### config.mk
export PLATFORM = sky130hd
export DESIGN_NAME = sort_unit_arbiter
export DESIGN_NICKNAME = d
export VERILOG_FILES = /design/src/rtl/sort_arb_pkg.sv /design/src/rtl/sort_arb_resp_fifo.sv /design/src/rtl/sort_unit_arbiter.sv
export SDC_FILE = /design/constraint.sdc
export NUM_CORES = 1
export LEC_CHECK = 0
export CAP_MARGIN = 15
export CORE_ASPECT_RATIO = 0.5
export CORE_MARGIN = 2
export CORE_UTILIZATION = 35
export CTS_CLUSTER_SIZE = 30
export DETAILED_ROUTE_END_ITERATION = 10
export SYNTH_ARGS = -nofsm -noshare
export SYNTH_HDL_FRONTEND = slang
export SYNTH_HIERARCHICAL = 1
export SYNTH_SLANG_ARGS = --single-unit
### constraint.sdc
create_clock -name clk -period 4.69 [get_ports clk]
set_input_delay 0.469 -clock clk [delete_from_list [all_inputs] [get_ports clk]]
set_output_delay 0.469 -clock clk [all_outputs]
set_load 0.05 [all_outputs]
### src/rtl/sort_arb_pkg.sv
// sort_arb_pkg: shared constants and types for the sort-unit arbiter.
//   SORT_LAT   - fixed latency of the shared sort unit (issue -> result valid)
//   SORT_N     - elements per sort message
//   id_width() - clog2 with a floor of 1 bit, for ids, pointers and counters
//   req_id_t   - requester id carried down the tag pipe (sized for MAX_REQ)
//   sort_msg_t - 4-element message, elm0 in the LSBs (default element width)
package sort_arb_pkg;

  localparam int SORT_LAT = 3;
  localparam int SORT_N   = 4;
  localparam int MAX_REQ  = 4;
  localparam int ELM_W    = 8;

  function automatic int id_width(input int n);
    return (n <= 2) ? 1 : $clog2(n);
  endfunction

  localparam int ID_W = id_width(MAX_REQ);

  typedef logic [ID_W-1:0] req_id_t;

  typedef struct packed {
    logic [ELM_W-1:0] e3;
    logic [ELM_W-1:0] e2;
    logic [ELM_W-1:0] e1;
    logic [ELM_W-1:0] e0;
  } sort_msg_t;

endpackage

### src/rtl/sort_arb_resp_fifo.sv
// sort_arb_resp_fifo: p_depth-entry synchronous FIFO holding sorted results
// for one requester. No bypass: a push is visible at the head the next cycle.
// The upstream credit scheme guarantees a push never lands on a full FIFO,
// so there is no enqueue ready.
//   clk, reset  clock, synchronous active-low reset (empties the FIFO)
//   enq_val_i   push strobe
//   enq_msg_i   data to push
//   deq_rdy_i   consumer ready; a pop happens when deq_val_o && deq_rdy_i
//   deq_val_o   FIFO non-empty
//   deq_msg_o   head entry (don't-care when empty)
module sort_arb_resp_fifo
  import sort_arb_pkg::*;
#(
  parameter int p_width = 32,
  parameter int p_depth = 4
) (
  input  logic               clk,
  input  logic               reset,
  input  logic               enq_val_i,
  input  logic [p_width-1:0] enq_msg_i,
  input  logic               deq_rdy_i,
  output logic               deq_val_o,
  output logic [p_width-1:0] deq_msg_o
);

  localparam int PW = id_width(p_depth);
  localparam int CW = id_width(p_depth + 1);

  logic [p_depth-1:0][p_width-1:0] mem_q;
  logic [PW-1:0]                   rd_q, wr_q;
  logic [CW-1:0]                   cnt_q;
  logic                            deq;

  // Wrap explicitly so non-power-of-two depths work.
  function automatic logic [PW-1:0] ptr_inc(input logic [PW-1:0] p);
    return (p == PW'(p_depth - 1)) ? '0 : p + 1'b1;
  endfunction

  assign deq_val_o = (cnt_q != '0);
  assign deq_msg_o = mem_q[rd_q];
  assign deq       = deq_val_o & deq_rdy_i;

  always_ff @(posedge clk) begin
    if (!reset) begin
      rd_q  <= '0;
      wr_q  <= '0;
      cnt_q <= '0;
    end else begin
      if (enq_val_i) begin
        mem_q[wr_q] <= enq_msg_i;
        wr_q        <= ptr_inc(wr_q);
      end
      if (deq) rd_q <= ptr_inc(rd_q);
      cnt_q <= cnt_q + CW'(enq_val_i) - CW'(deq);
    end
  end

  a_no_overflow: assert property (@(posedge clk) disable iff (!reset)
    !(enq_val_i && cnt_q == CW'(p_depth)));

endmodule

### src/rtl/sort_unit_arbiter.sv
// sort_unit_arbiter: shares one pipelined 4-element sort unit among p_nreq
// requesters. Round-robin grant, one issue per cycle, each issue tagged with
// its requester id; results are steered into per-requester response FIFOs.
// Per-requester credits (free FIFO slots minus in-flight sorts) guarantee a
// returning result always has room.
//   clk, reset          clock, synchronous active-low reset
//   req_val/rdy/msg     per-requester request channel, 4 elements each
//   resp_val/rdy/msg    per-requester sorted response channel
//   su_reset            active-high reset to the sort unit
//   su_in_val, su_in    issue to the sort unit
//   su_out_val, su_out  result from the sort unit, SORT_LAT cycles after issue
module sort_unit_arbiter
  import sort_arb_pkg::*;
#(
  parameter int p_nbits = 8,
  parameter int p_nreq  = 2,
  parameter int p_depth = 4
) (
  input  logic                        clk,
  input  logic                        reset,
  input  logic [p_nreq-1:0]           req_val,
  output logic [p_nreq-1:0]           req_rdy,
  input  logic [p_nreq*4*p_nbits-1:0] req_msg,
  output logic [p_nreq-1:0]           resp_val,
  input  logic [p_nreq-1:0]           resp_rdy,
  output logic [p_nreq*4*p_nbits-1:0] resp_msg,
  output logic                        su_reset,
  output logic                        su_in_val,
  output logic [4*p_nbits-1:0]        su_in,
  input  logic                        su_out_val,
  input  logic [4*p_nbits-1:0]        su_out
);

  localparam int MW = SORT_N * p_nbits;
  localparam int CW = id_width(p_depth + 1);

  logic [p_nreq-1:0][MW-1:0] req_msg_a, resp_msg_a;
  logic [p_nreq-1:0][CW-1:0] credits_q, credits_d;
  logic [p_nreq-1:0]         elig, gnt, fire, pop, fifo_val;
  logic                      gnt_any, fire_any;
  req_id_t                   gnt_id, rr_q, rr_d;
  int                        idx;

  // Tag pipe: entry 0 is the issue itself, entry SORT_LAT lines up with su_out_val.
  logic    [SORT_LAT:0] vld_pipe;
  logic    [SORT_LAT:1] vld_q;
  req_id_t [SORT_LAT:0] id_pipe;
  req_id_t [SORT_LAT:1] id_q;

  assign req_msg_a = req_msg;
  assign resp_msg  = resp_msg_a;
  assign su_reset  = ~reset;

  // ---- Round-robin grant: first eligible at or after rr_q, with wrap ----
  always_comb begin
    for (int i = 0; i < p_nreq; i++) elig[i] = req_val[i] && (credits_q[i] != '0);
  end

  always_comb begin
    gnt     = '0;
    gnt_id  = '0;
    gnt_any = 1'b0;
    idx     = 0;
    for (int k = 0; k < p_nreq; k++) begin
      idx = int'(rr_q) + k;
      if (idx >= p_nreq) idx = idx - p_nreq;
      if (!gnt_any && elig[idx]) begin
        gnt_any  = 1'b1;
        gnt_id   = req_id_t'(idx);
        gnt[idx] = 1'b1;
      end
    end
  end

  // Grant only depends on req_val and credits, never on resp_rdy.
  assign req_rdy   = gnt & {p_nreq{reset}};
  assign fire      = req_val & req_rdy;
  assign fire_any  = |fire;
  assign su_in_val = fire_any;

  always_comb begin
    su_in = '0;
    for (int i = 0; i < p_nreq; i++) if (gnt[i]) su_in = req_msg_a[i];
  end

  always_comb begin
    rr_d = rr_q;
    if (fire_any) rr_d = (gnt_id == req_id_t'(p_nreq - 1)) ? '0 : gnt_id + 1'b1;
  end

  // ---- Credits: same-cycle issue and pop cancel ----
  assign resp_val = fifo_val & {p_nreq{reset}};
  assign pop      = resp_val & resp_rdy;

  always_comb begin
    for (int i = 0; i < p_nreq; i++) begin
      credits_d[i] = credits_q[i];
      case ({fire[i], pop[i]})
        2'b10:   credits_d[i] = credits_q[i] - 1'b1;
        2'b01:   credits_d[i] = credits_q[i] + 1'b1;
        default: ;
      endcase
    end
  end

  // ---- Tag pipe ----
  assign vld_pipe = {vld_q, fire_any};
  assign id_pipe  = {id_q, gnt_id};

  always_ff @(posedge clk) begin
    if (!reset) begin
      credits_q <= {p_nreq{CW'(p_depth)}};
      rr_q      <= '0;
      vld_q     <= '0;
    end else begin
      credits_q <= credits_d;
      rr_q      <= rr_d;
      vld_q     <= vld_pipe[SORT_LAT-1:0];
    end
  end

  // Ids are only meaningful alongside their valid bit, so no reset needed.
  always_ff @(posedge clk) id_q <= id_pipe[SORT_LAT-1:0];

  // The tag valid, not su_out_val, decides whether a result is kept; this is
  // what drops stale sort-unit results after a mid-flight reset.
  a_tag_align: assert property (@(posedge clk) disable iff (!reset)
    vld_pipe[SORT_LAT] == su_out_val);

  // ---- Per-requester lanes ----
  for (genvar i = 0; i < p_nreq; i++) begin : g_lane
    logic push;
    assign push = vld_pipe[SORT_LAT] && (id_pipe[SORT_LAT] == req_id_t'(i));

    sort_arb_resp_fifo #(.p_width(MW), .p_depth(p_depth)) u_fifo (
      .clk       (clk),
      .reset     (reset),
      .enq_val_i (push),
      .enq_msg_i (su_out),
      .deq_rdy_i (resp_rdy[i]),
      .deq_val_o (fifo_val[i]),
      .deq_msg_o (resp_msg_a[i])
    );

    a_credit_under: assert property (@(posedge clk) disable iff (!reset)
      !(fire[i] && !pop[i] && credits_q[i] == '0));
    a_credit_over: assert property (@(posedge clk) disable iff (!reset)
      !(pop[i] && !fire[i] && credits_q[i] == CW'(p_depth)));
  end

endmodule

Word-level counts from Yosys, hierarchy flattened
Cells that the tools add are included.
W data, S select, Z words.

word-level totals
  bits of input ports = 103
  output and inout port bits = 102
  register bits = 287
  word-level logic and storage cells = 123

cells by class
  reduce and logical (&&, ||, !) cells = 20
  muxes and demuxes = 36
  $lt $le $gt $ge = 12
  $add $sub $neg = 16
  bitwise gates (word level) = 8
  equal/unequal tests = 10

operator list
  operator               count
  $bwmux W128            2
  $mux W32               8
  $bmux W32 S2           2
  $demux W32 S2          2
  $ge A32 B1 Y1 const B  2
  $lt A32 B3 Y1 const B  2
  $mux W2                9
  $eq A2 B2 Y1 const B   6
  $lt A2 B3 Y1 const B   4
  $pmux W3 S2            2
  $reduce_bool A3 Y1     4
  $add A2 B1 Y2 const B  5
  $logic_and A1 B1 Y1    9
  $mux W1                9
  $and A2 B2 Y2          4
  $eq A2 B1 Y1 const B   4
  $add A3 B1 Y3          2
  $add A3 B1 Y3 const B  2
  $sub A3 B1 Y3          2
  $sub A3 B1 Y3 const B  2
  $ge A2 B1 Y1 const B   2
  $reduce_and A2 Y1      2
  $reduce_bool A2 Y1     2
  $sub A3 B2 Y4 const B  1
  11 further kinds       13

Depth between registers and ports, before layout
Gate-level depths: netlist (run 1).

  depth after elaboration = 13
  depth in mapped cells = 11
  depth with buffers taken out = 9

Hierarchy
Netlist (run 1), hierarchy kept.

modules (own cells, without submodules)
  module                                 cells an instance  area each (sq um)  sequential area each (sq um)  instances
  sort_arb_resp_fifo (g_lane[1].u_fifo)  212                5063.6             3983.8                        1
  sort_arb_resp_fifo (g_lane[0].u_fifo)  211                5061.1             3983.8                        1
  sort_unit_arbiter                      109                1059.8             340.3                         1

Worst setup path before layout (run 1)
Ideal clock, no wire load.

  kind = input port to output port
  start point = input reset
  end point = output su_in_val
  path slack = 2.401 ns
  path buffers = 0
  required time = 4.221 ns
  arrival time = 1.820 ns
  stages on the path = 2
  cells stage by stage = clkinv_1 a21oi_1

on the way
  longest elaborated chain between the ends = 3

ends and longest elaborated chain
  item              line                     RTL
  from (decl)       sort_unit_arbiter.sv:20  input logic reset,
  $and A2 B2 Y2     sort_unit_arbiter.sv:76  assign req_rdy = gnt & {p_nreq{reset}};
  $and A2 B2 Y2     sort_unit_arbiter.sv:77  assign fire = req_val & req_rdy;
  $reduce_or A2 Y1  sort_unit_arbiter.sv:78  assign fire_any = |fire;
  to (decl)         sort_unit_arbiter.sv:28  output logic su_in_val,

No other way between the ends.

Worst setup path after layout (run 1)
  start point = register credits_q[0] (netlist name)
  end point = output su_in[22]

on the way
  longest elaborated chain between the ends = 11
  elaborated cells between the ends (all ways) = 16
  classes of those cells = mux (11); bitwise (1); reduce/logical (4)

ends and longest elaborated chain
  item                                         line                      RTL
  from (decl)                                  sort_unit_arbiter.sv:38   logic [p_nreq-1:0][CW-1:0] credits_q, credits_d;
  from (signal assigned)                       sort_unit_arbiter.sv:112  credits_q <= {p_nreq{CW'(p_depth)}};
  from (signal assigned)                       sort_unit_arbiter.sv:116  credits_q <= credits_d;
  $reduce_bool A3 Y1 (*)                       sort_unit_arbiter.sv:56   for (int i = 0; i < p_nreq; i++) elig[i] = req_val[i] && (credits_q[i] != '0);
  $logic_and A1 B1 Y1 (*)                      sort_unit_arbiter.sv:56
  $mux W1 (not written as such) (3 in series)  sort_unit_arbiter.sv:67   if (!gnt_any && elig[idx]) begin
  $mux W1                                      sort_unit_arbiter.sv:67
  $logic_not A1 Y1                             sort_unit_arbiter.sv:67
  $logic_and A1 B1 Y1                          sort_unit_arbiter.sv:67
  $mux W2 (*)                                  sort_unit_arbiter.sv:67
  $mux W32                                     sort_unit_arbiter.sv:83   for (int i = 0; i < p_nreq; i++) if (gnt[i]) su_in = req_msg_a[i];
  $mux W32 (*)                                 sort_unit_arbiter.sv:83
  to (decl)                                    sort_unit_arbiter.sv:29   output logic [4*p_nbits-1:0] su_in,

Every way passes the cells marked *; elsewhere a longest branch is shown, timed or not. The select of a mux whose other input is x is not followed.

==> results of run 1 <==
## worst max-delay path, cell delays in order, from the launching register on
cell,delay (ns)
dfxtp_1,0.34
o31a_1,0.39
a21oi_4,0.74
a22o_1,0.25
clkdlybuf4s50_1,0.82
## layer usage
metal / up-vias / routed length, um / global-route usage / share of wire
met5: - / 0 / 0 / 0
li1: 2594 / - / - / -
met2: 81 / 12200 / 0.241 / 0.52
met4: 0 / 363 / 0.0332 / 0.015
met1: 3014 / 10400 / 0.181 / 0.44
met3: 31 / 602 / 0.0210 / 0.026
## cells in the final DEF (no fill, tap or decap), types with 4 or more instances in the layout
| master | netlist | routed |
|---|---|---|
| a21oi_1 | 5 | 5 |
| a22o_1 | 32 | 32 |
| and2_1 | 9 | 9 |
| and3_2 | 0 | 8 |
| buf_4 | 3 | 6 |
| clkbuf_1 | 5 | 12 |
| clkbuf_16 | 0 | 28 |
| clkdlybuf4s50_1 | 0 | 203 |
| clkinv_1 | 1 | 5 |
| dfxtp_1 | 31 | 27 |
| dfxtp_2 | 0 | 4 |
| edfxtp_1 | 256 | 256 |
| fa_1 | 4 | 4 |
| ha_1 | 16 | 16 |
| inv_1 | 16 | 16 |
| mux2i_1 | 8 | 8 |
| mux4_2 | 63 | 63 |
| nand2_1 | 13 | 13 |
| nor2_1 | 10 | 10 |
| or3_1 | 4 | 4 |
| xor2_1 | 4 | 4 |
## metrics by stage
step,setup WS [ns],cell area [sq um]
finish,1.14,14400
global route,0.969,14400
CTS,1.10,14400
detailed placement,1.25,13600
global placement,1.26,13600
floorplan,2.40,11200
## kinds of logic (layout without fill, tap and decap cells)
kind of cell	count (synthesis)	after routing	synth area share
flops	287	287	0.743
compound gates	46	46	0.0350
xor+xnor	6	6	0.00727
buf+inv	43	275	0.0249
fa+ha+maj	20	20	0.0251
mux	72	72	0.136
simple gates	58	58	0.0285
## worst max-delay path by stage
| stage | end | slack [ns] |
|---|---|---|
| after floorplan | su_in_val | 2.40 |
| after global placement | su_in[14] | 1.26 |
| after detailed placement | su_in[31] | 1.25 |
| after CTS | su_in[14] | 1.10 |
| after global routing | su_in[22] | 0.97 |
| final | su_in[22] | 1.14 |
## flip-flops by register name (all words and copies together) (netlist names)
| register | cells |
|---|---|
| g_lane.u_fifo/mem_q | 256 |
| credits_q | 6 |
| g_lane.u_fifo/cnt_q | 6 |
| vld_q | 3 |
| g_lane.u_fifo/wr_q | 4 |
| rr_q | 2 |
| id_pipe | 6 |
| g_lane.u_fifo/rd_q | 4 |
## power by group through the flow
stage          clock (mW)  sequential (mW)  combinational [mW]
3_5_place_dp            0             3.08                2.38
5_1_grt              2.15             3.04                2.48
6_report             1.99             3.02                2.35
2_1_floorplan           0             2.97                1.78
4_1_cts              2.04             3.02                2.39
3_3_place_gp            0             3.07                2.36
## final cells by class
type | count | area [sq um] | share of cell area
Multi-Input combinational cell | 202 | 2610 | 0.181
Timing Repair Buffer | 209 | 2080 | 0.144
Inverter | 17 | 63.8 | 0.00443
Sequential cell | 287 | 8310 | 0.577
Tap cell | 432 | 541 | 0.0375
Clock buffer | 40 | 746 | 0.0518
Clock inverter | 9 | 57.6 | 0.00400
==> results.sh, run 1 <==
export IMPL_io_buffers=203
export IMPL_reg2reg_to="credits_q[4]"
export IMPL_r2r_start="credits_q[0]"
export IMPL_yosysWarnings=6
export IMPL_row_count=46
export IMPL_clk_pin_slew_ns=0.06
export IMPL_hold_ws_ns=0.331
export IMPL_netlist_area_sq_mm=0.0112
export IMPL_hold_depth=0
export IMPL_grt_pass1_wl_um=35000
export IMPL_fin_util=0.457
export IMPL_final_antenna_net_count=0
export IMPL_cts_sinks=287
export IMPL_min_period_ns=3.55
export IMPL_fin_skew_ns=0.0135
export IMPL_vdd_ir_drop_max_mv=0.254
export IMPL_finalPower_mw=7.36
export IMPL_clk_path_buf_depth=3
export IMPL_cts_tree="built"
export IMPL_post_route_drc_count=0
export IMPL_grt_max_degree=36
export IMPL_dp_cells=1147
export IMPL_grt_pass1_vias=6074
export IMPL_avgViaCountPerCell=4.78
export IMPL_synth_distinct_cells=37
export IMPL_finalSetupViolCount=0
export IMPL_ys_top_cells_by_count="edfxtp_1, mux4_2, a22o_1"
export IMPL_die_h_um=130
export IMPL_hold_viol=0
export IMPL_crit_fanout=35
export IMPL_fmax_mhz=281
export IMPL_cp_arrival_ns=3.09
export IMPL_synth_net_count=655
export IMPL_drt_iter0_markers=361
export IMPL_pwr_density_cell_mw_per_mm2=511
export IMPL_gp_congestion=0.722
export IMPL_hold_class="reg2reg"
export IMPL_worst_slew_pin_slew_ns=1.08
export IMPL_ys_ff_latch=287
export IMPL_synth_largest_area_cell="edfxtp_1"
export IMPL_initial_core_util=0.355
export IMPL_period_share=0.758
export IMPL_drt_first_pass_iters=6
export IMPL_clock_power_share=0.270
export IMPL_synth_async_reset_ratio=0
export IMPL_postCtsSetupRepairBufs=0
export IMPL_clock_latency_ns=0.53
export IMPL_cts_made_buffers=28
export IMPL_p_seq_frac=0.410
export IMPL_design_core_area_sq_mm=0.0315
export IMPL_nets=868
export IMPL_wl_per_cell_um=19.7
export IMPL_yosysMostFrequentCell="edfxtp_1"
export IMPL_ios=205
export IMPL_fillers=2741
export IMPL_setup_tns_ns=0
export IMPL_worst_slew_margin_rel=0.283
export IMPL_hp_start="id_pipe[2]"
export IMPL_diodes=0
export IMPL_final_cells=1196
export IMPL_ys_seq_area_frac=0.743
export IMPL_synth_area_leaders="edfxtp_1, mux4_2, dfxtp_1, a22o_1, ha_1"
export IMPL_antenna_found_initial=0
export IMPL_drive_gt1_frac=0.154
export IMPL_totalWireLength_um=23600
export IMPL_critical_path_class="reg2out"
export IMPL_cp_start_kind="flip-flop"
export IMPL_end_kind="output port"
export IMPL_ctsResizeCount=0
export IMPL_cts_root_buf="clkbuf_16"
export IMPL_crit_start="credits_q[0]"
export IMPL_synth_ff_type="edfxtp_1"
export IMPL_die_x_um=257
export IMPL_status="finished clean"
export IMPL_cts_max_level=1
export IMPL_grtUsageTotal=0.137
export IMPL_synth_edf_count=256
export IMPL_synth_top_area_frac=0.687
export IMPL_slew_violations=0
export IMPL_reg2reg_depth=8
export IMPL_avgSynthCellArea_sq_um=21.0
export IMPL_p_leak_nw=4.69
export IMPL_required_ns=4.22
export IMPL_syn_inst=532
export IMPL_die_area_sq_mm=0.0335
export IMPL_switchingPower_mw=2.43
export IMPL_grt_ovfl_total=0
export IMPL_holdPathEnd="id_pipe[4]"
export IMPL_comb_power_share=0.320
export IMPL_worst_r2r_setup_slack_ns=2.07
export IMPL_maxCapViolations=0
export IMPL_area_growth_pct=28.8
export IMPL_swShare=0.330
export IMPL_rsz0062_at_grt="false"
export IMPL_hpwl_um=14200
export IMPL_p_int_mw=4.94
export IMPL_postCtsHoldBufs=0
export IMPL_via_count=5720
No activity file was read; power rests on OpenSTA's default activity.
==> inputs of run 2 (changes only) <==
==> constraint.sdc (replaced) <==
create_clock -name clk -period 3.7 [get_ports clk]
set_input_delay 0.37 -clock clk [delete_from_list [all_inputs] [get_ports clk]]
set_output_delay 0.37 -clock clk [all_outputs]
set_load 0.05 [all_outputs]
==> results.sh, run 2 (synthesized netlist as in run 1, its figures left out) <==
export IMPL_postCtsHoldBufs=0
export IMPL_cts_root_buf="clkbuf_16"
export IMPL_rsz0062_at_grt="false"
export IMPL_final_cells=1215
export IMPL_diodes=0
export IMPL_layout_commonest_cell="edfxtp_1"
export IMPL_grt_pass1_vias=6091
export IMPL_setup_tns_ns=0
export IMPL_nets=888
export IMPL_finalSetupViolCount=0
export IMPL_fillers=2717
export IMPL_cts_max_level=1
export IMPL_required_ns=3.33
export IMPL_regMostFlops="g_lane.u_fifo/mem_q"
export IMPL_vdd_ir_drop_max_mv=0.335
export IMPL_hold_class="reg2reg"
export IMPL_ios=205
export IMPL_die_h_um=130
export IMPL_hpwl_um=16100
export IMPL_totalWireLength_um=23900
export IMPL_maxCapViolations=0
export IMPL_cts_made_buffers=27
export IMPL_status="finished clean"
export IMPL_crit_fanout=21
export IMPL_io_buffers=203
export IMPL_drt_iter0_markers=316
export IMPL_cp_arrival_ns=2.82
export IMPL_postCtsSetupRepairBufs=0
export IMPL_pwr_density_cell_mw_per_mm2=648
export IMPL_gp_congestion=0.737
export IMPL_die_x_um=257
export IMPL_slowest_delay_ns=0.76
export IMPL_period_share=0.862
export IMPL_post_route_drc_count=0
export IMPL_row_count=46
export IMPL_grt_ovfl_total=0
export IMPL_grt_max_degree=34
export IMPL_cpMaxStageDelayCell="clkdlybuf4s50_1"
export IMPL_critical_path_class="reg2out"
export IMPL_cts_tree="built"
export IMPL_grtUsageTotal=0.139
export IMPL_worst_r2r_setup_slack_ns=1.39
export IMPL_die_area_sq_mm=0.0335
export IMPL_antenna_found_initial=0
export IMPL_fin_skew_ns=0.0143
export IMPL_cts_sinks=287
export IMPL_area_growth_pct=30.7
export IMPL_min_period_ns=3.19
export IMPL_wl_per_cell_um=19.7
export IMPL_dp_cells=1168
export IMPL_worst_slew_margin_rel=0.466
export IMPL_largest_reg_flops=256
export IMPL_initial_core_util=0.355
export IMPL_cp_start_kind="flip-flop"
export IMPL_final_cell_mix="edfxtp_1, clkdlybuf4s50_1, mux4_2"
export IMPL_drt_first_pass_iters=4
export IMPL_fmax_mhz=313
export IMPL_drive_gt1_frac=0.231
export IMPL_hold_viol=0
export IMPL_p_leak_nw=4.91
export IMPL_design_core_area_sq_mm=0.0315
export IMPL_finalPower_mw=9.46
export IMPL_final_antenna_net_count=0
export IMPL_end_kind="output port"
export IMPL_clock_latency_ns=0.53
export IMPL_grt_pass1_wl_um=35600
export IMPL_ctsResizeCount=0
export IMPL_cp_cell_sequence="buf_12 -> mux4_2 -> clkdlybuf4s50_1"
export IMPL_clk_pin_slew_ns=0.06
export IMPL_avgViaCountPerCell=4.81
export IMPL_via_count=5850
export IMPL_worst_slew_pin_slew_ns=0.800
export IMPL_clk_path_buf_depth=3
export IMPL_slew_violations=0
## run 2: cell types whose count changed in the layout (fill, tap and decap cells not counted), moves of 3 or more
cell,previous run,this run
buf_4,6,53
clkdlybuf4s50_1,203,170
clkbuf_1,12,3
clkinv_1,5,2
buf_12,0,7
clkbuf_8,0,3
clkinv_2,3,6
## run 2: report_power, final
part | switching [mW] | leakage (nW) | internal, mW | total [mW]
Combinational | 1.79 | 1.92 | 1.23 | 3.02
Clock | 1.13 | 0.428 | 1.51 | 2.64
Sequential | 0.172 | 2.56 | 3.63 | 3.80
## run 2: worst paths after layout
| path | start | to | cells after the start |
|---|---|---|---|
| worst min register to register | id_pipe[4] | id_pipe[6] | 0 |
| worst min-delay path | id_pipe[4] | id_pipe[6] | 0 |
| worst max-delay path | g_lane[0].u_fifo/rd_q[0] | resp_msg[16] | 3 |
| worst max register to register | vld_q[3] | g_lane[0].u_fifo/mem_q[127] | 3 |
## run 2: cell type report
type,count,area (sq um),area share
clock buffer,35,761,0.0521
inverter,17,63.8,0.00437
sequential,287,8310,0.569
timing repair buffer,230,2240,0.153
clock inverter,12,90.1,0.00616
multi-input combinational,202,2610,0.178
tap,432,541,0.0370
## run 2: through the flow
step	util	cell area [sq um]	setup slack (ns)	hold WS (ns)
after floorplan	-	11200	1.41	0.310
after global placement	0.436	13800	0.856	0.312
after detailed placement	0.436	13800	0.840	0.312
after CTS	0.463	14600	0.407	0.327
after global routing	0.463	14600	0.341	0.336
final	0.463	14600	0.509	0.326
## run 2: metal layers
metal	vias up	share of wire	track usage
met5	-	0	0
met4	0	0.014	0.0291
met3	27	0.025	0.0176
met2	86	0.52	0.247
met1	3106	0.44	0.186
li1	2631	-	-
## run 2: worst max-delay path, delay by kind of cell, from the launching register on
kind	cells	cell delay [ns]
buffers and inverters	2	1.04
DFF	1	0.69
muxes	1	0.53
==> inputs of run 3 (changes only) <==
--- a/config.mk
+++ b/config.mk
@@ -8,10 +8,10 @@
 export CAP_MARGIN = 15
 export CORE_ASPECT_RATIO = 0.5
 export CORE_MARGIN = 2
-export CORE_UTILIZATION = 35
+export CORE_UTILIZATION = 40
 export CTS_CLUSTER_SIZE = 30
 export DETAILED_ROUTE_END_ITERATION = 10
+export MAX_ROUTING_LAYER = met4
 export SYNTH_ARGS = -nofsm -noshare
 export SYNTH_HDL_FRONTEND = slang
-export SYNTH_HIERARCHICAL = 1
 export SYNTH_SLANG_ARGS = --single-unit
==> results.sh, run 3 <==
export IMPL_pre_cts_ws_ns=0.806
export IMPL_clock_latency_ns=0.53
export IMPL_synth_area_leaders="edfxtp_1, mux4_2, dfxtp_1, a22o_1, ha_1"
export IMPL_place_area_sq_mm=0.0136
export IMPL_status="finished clean"
export IMPL_hold_class="reg2reg"
export IMPL_yosysMostFrequentCell="edfxtp_1"
export IMPL_gp_congestion=0.836
export IMPL_cts_sinks=287
export IMPL_drt_iter0_markers=331
export IMPL_maxCapViolations=0
export IMPL_clk_pin_slew_ns=0.06
export IMPL_top_usage_layer="met2"
export IMPL_cts_tree="built"
export IMPL_grtUsageTotal=0.175
export IMPL_layout_setup_ws_ns=0.346
export IMPL_die_x_um=240
export IMPL_met2_usage=0.299
export IMPL_drt_first_pass_iters=4
export IMPL_ios=205
export IMPL_synth_ff_type="edfxtp_1"
export IMPL_cp_start_kind="flip-flop"
export IMPL_drive_gt1_frac=0.213
export IMPL_cts_root_buf="clkbuf_16"
export IMPL_design_core_area_sq_mm=0.0275
export IMPL_grt_pass1_vias=6149
export IMPL_pwr_density_cell_mw_per_mm2=642
export IMPL_wl_per_cell_um=21.0
export IMPL_rsz0062_at_grt="false"
export IMPL_io_buffers=203
export IMPL_setup_tns_ns=0
export IMPL_avgViaCountPerCell=4.99
export IMPL_final_cell_mix="edfxtp_1, clkdlybuf4s50_1, mux4_2"
export IMPL_grt_use_met3=0.0258
export IMPL_ctsResizeCount=0
export IMPL_initial_core_util=0.404
export IMPL_required_ns=3.33
export IMPL_cts_max_level=1
export IMPL_syn_inst=537
export IMPL_slew_violations=0
export IMPL_crit_fanout=18
export IMPL_postCtsHoldBufs=0
export IMPL_ys_seq_area_frac=0.748
export IMPL_reg2reg_depth=10
export IMPL_synth_edf_count=256
export IMPL_ys_top_cells_by_count="edfxtp_1, mux4_2, a22o_1"
export IMPL_final_antenna_net_count=0
export IMPL_yosysWarnings=0
export IMPL_ys_ff_latch=287
export IMPL_grt_max_degree=35
export IMPL_critical_path_class="reg2out"
export IMPL_fin_skew_ns=0.0159
export IMPL_cts_made_buffers=26
export IMPL_avgSynthCellArea_sq_um=20.7
export IMPL_netlist_area_sq_mm=0.0111
export IMPL_period_share=0.907
export IMPL_nets=886
export IMPL_end_kind="output port"
export IMPL_synth_largest_area_cell="edfxtp_1"
export IMPL_totalWireLength_um=24500
export IMPL_layout_commonest_cell="edfxtp_1"
export IMPL_hold_depth=0
export IMPL_diodes=0
export IMPL_grt_use_met1=0.224
export IMPL_min_period_ns=3.35
export IMPL_p_leak_nw=4.82
export IMPL_via_count=5818
export IMPL_worst_slew_pin_slew_ns=0.741
export IMPL_row_count=43
export IMPL_grt_ovfl_total=0
export IMPL_postCtsSetupRepairBufs=0
export IMPL_synth_top_area_frac=0.692
export IMPL_antenna_found_initial=0
export IMPL_cp_arrival_ns=2.98
export IMPL_vdd_ir_drop_max_mv=0.338
export IMPL_area_growth_pct=29.7
export IMPL_synth_distinct_cells=34
export IMPL_largest_reg_flops=256
export IMPL_clk_path_buf_depth=3
export IMPL_die_h_um=122
export IMPL_hold_viol=0
export IMPL_post_route_drc_count=0
export IMPL_fmax_mhz=298
export IMPL_regMostFlops="g_lane.u_fifo.mem_q"
export IMPL_grt_pass1_wl_um=36400
export IMPL_worst_slew_margin_rel=0.502
export IMPL_synth_net_count=660
export IMPL_synth_async_reset_ratio=0
export IMPL_finalSetupViolCount=0
export IMPL_hpwl_um=16100
export IMPL_die_area_sq_mm=0.0292
export IMPL_stdcell_area_sq_mm=0.0144
## run 3: cell count changes in the layout (fill, tap and decap cells not counted), moves of 3 or more
cell,delta
buf_4,-5
and3_2,-8
clkbuf_1,+7
mux2i_1,-3
nor3_1,+3
nor2_1,+7
and2_2,+8
## run 3: logic make-up (layout without fill, tap and decap cells)
| logic type | count (synthesis) | count (layout) | share of synthesized area |
|---|---|---|---|
| flops | 287 | 287 | 0.748 |
| mux | 69 | 69 | 0.134 |
| simple gates | 62 | 62 | 0.0286 |
| compound gates | 49 | 49 | 0.0364 |
| buf+inv | 43 | 289 | 0.0215 |
| fa+ha+maj | 20 | 20 | 0.0252 |
| xor+xnor | 7 | 7 | 0.00552 |
## run 3: worst max-delay path, cell delays in order (launching register included)
cell and delay [ns]:
dfxtp_2 0.80, buf_4 0.35, mux4_2 0.56, clkdlybuf4s50_1 0.72
## run 3: where the power goes
| group | total [mW] | switching [mW] | internal (mW) | leakage, nW |
|---|---|---|---|---|
| sequential | 3.81 | 0.187 | 3.63 | 2.56 |
| clock | 2.54 | 1.12 | 1.41 | 0.392 |
| combinational | 2.89 | 1.75 | 1.14 | 1.87 |
| total | 9.24 | 3.06 | 6.18 | 4.82 |
## run 3: stage by stage
| stage | util | power [mW] | instances | hold WS [ns] |
|---|---|---|---|---|
| floorplan | - | 5.88 | 537 | 0.310 |
| global placement | 0.495 | 6.79 | 1117 | 0.312 |
| detailed placement | 0.495 | 6.82 | 1117 | 0.327 |
| CTS | 0.524 | 9.36 | 1165 | 0.343 |
| global route | 0.524 | 9.61 | 1165 | 0.344 |
| finish | 0.524 | 9.24 | 1165 | 0.337 |
## run 3: final cells by class
cell class / count / area (sq um)
fillers: 2213 / 13100
flip-flops and latches: 287 / 8310
multi-input cells: 207 / 2560
repair buffers: 224 / 2180
clock buffers: 38 / 716
well taps: 382 / 478
clock inverters: 10 / 82.6
inverters: 17 / 63.8
## run 3: worst paths after layout
check,from,slack [ns],endpoint
worst max-delay path,g_lane[1].u_fifo.rd_q[0],0.35,resp_msg[44]
worst min-delay path,id_pipe[2],0.34,id_pipe[4]
worst max register to register,g_lane[0].u_fifo.cnt_q[1],1.16,g_lane[0].u_fifo.cnt_q[2]
worst min register to register,id_pipe[2],0.34,id_pipe[4]
## run 3: layer usage
metal  vias to the layer above  part of all wire
met1                      2976              0.42
met3                        33             0.046
met2                       178              0.51
li1                       2631                 -
met4                         0             0.021
met5                         -                 0
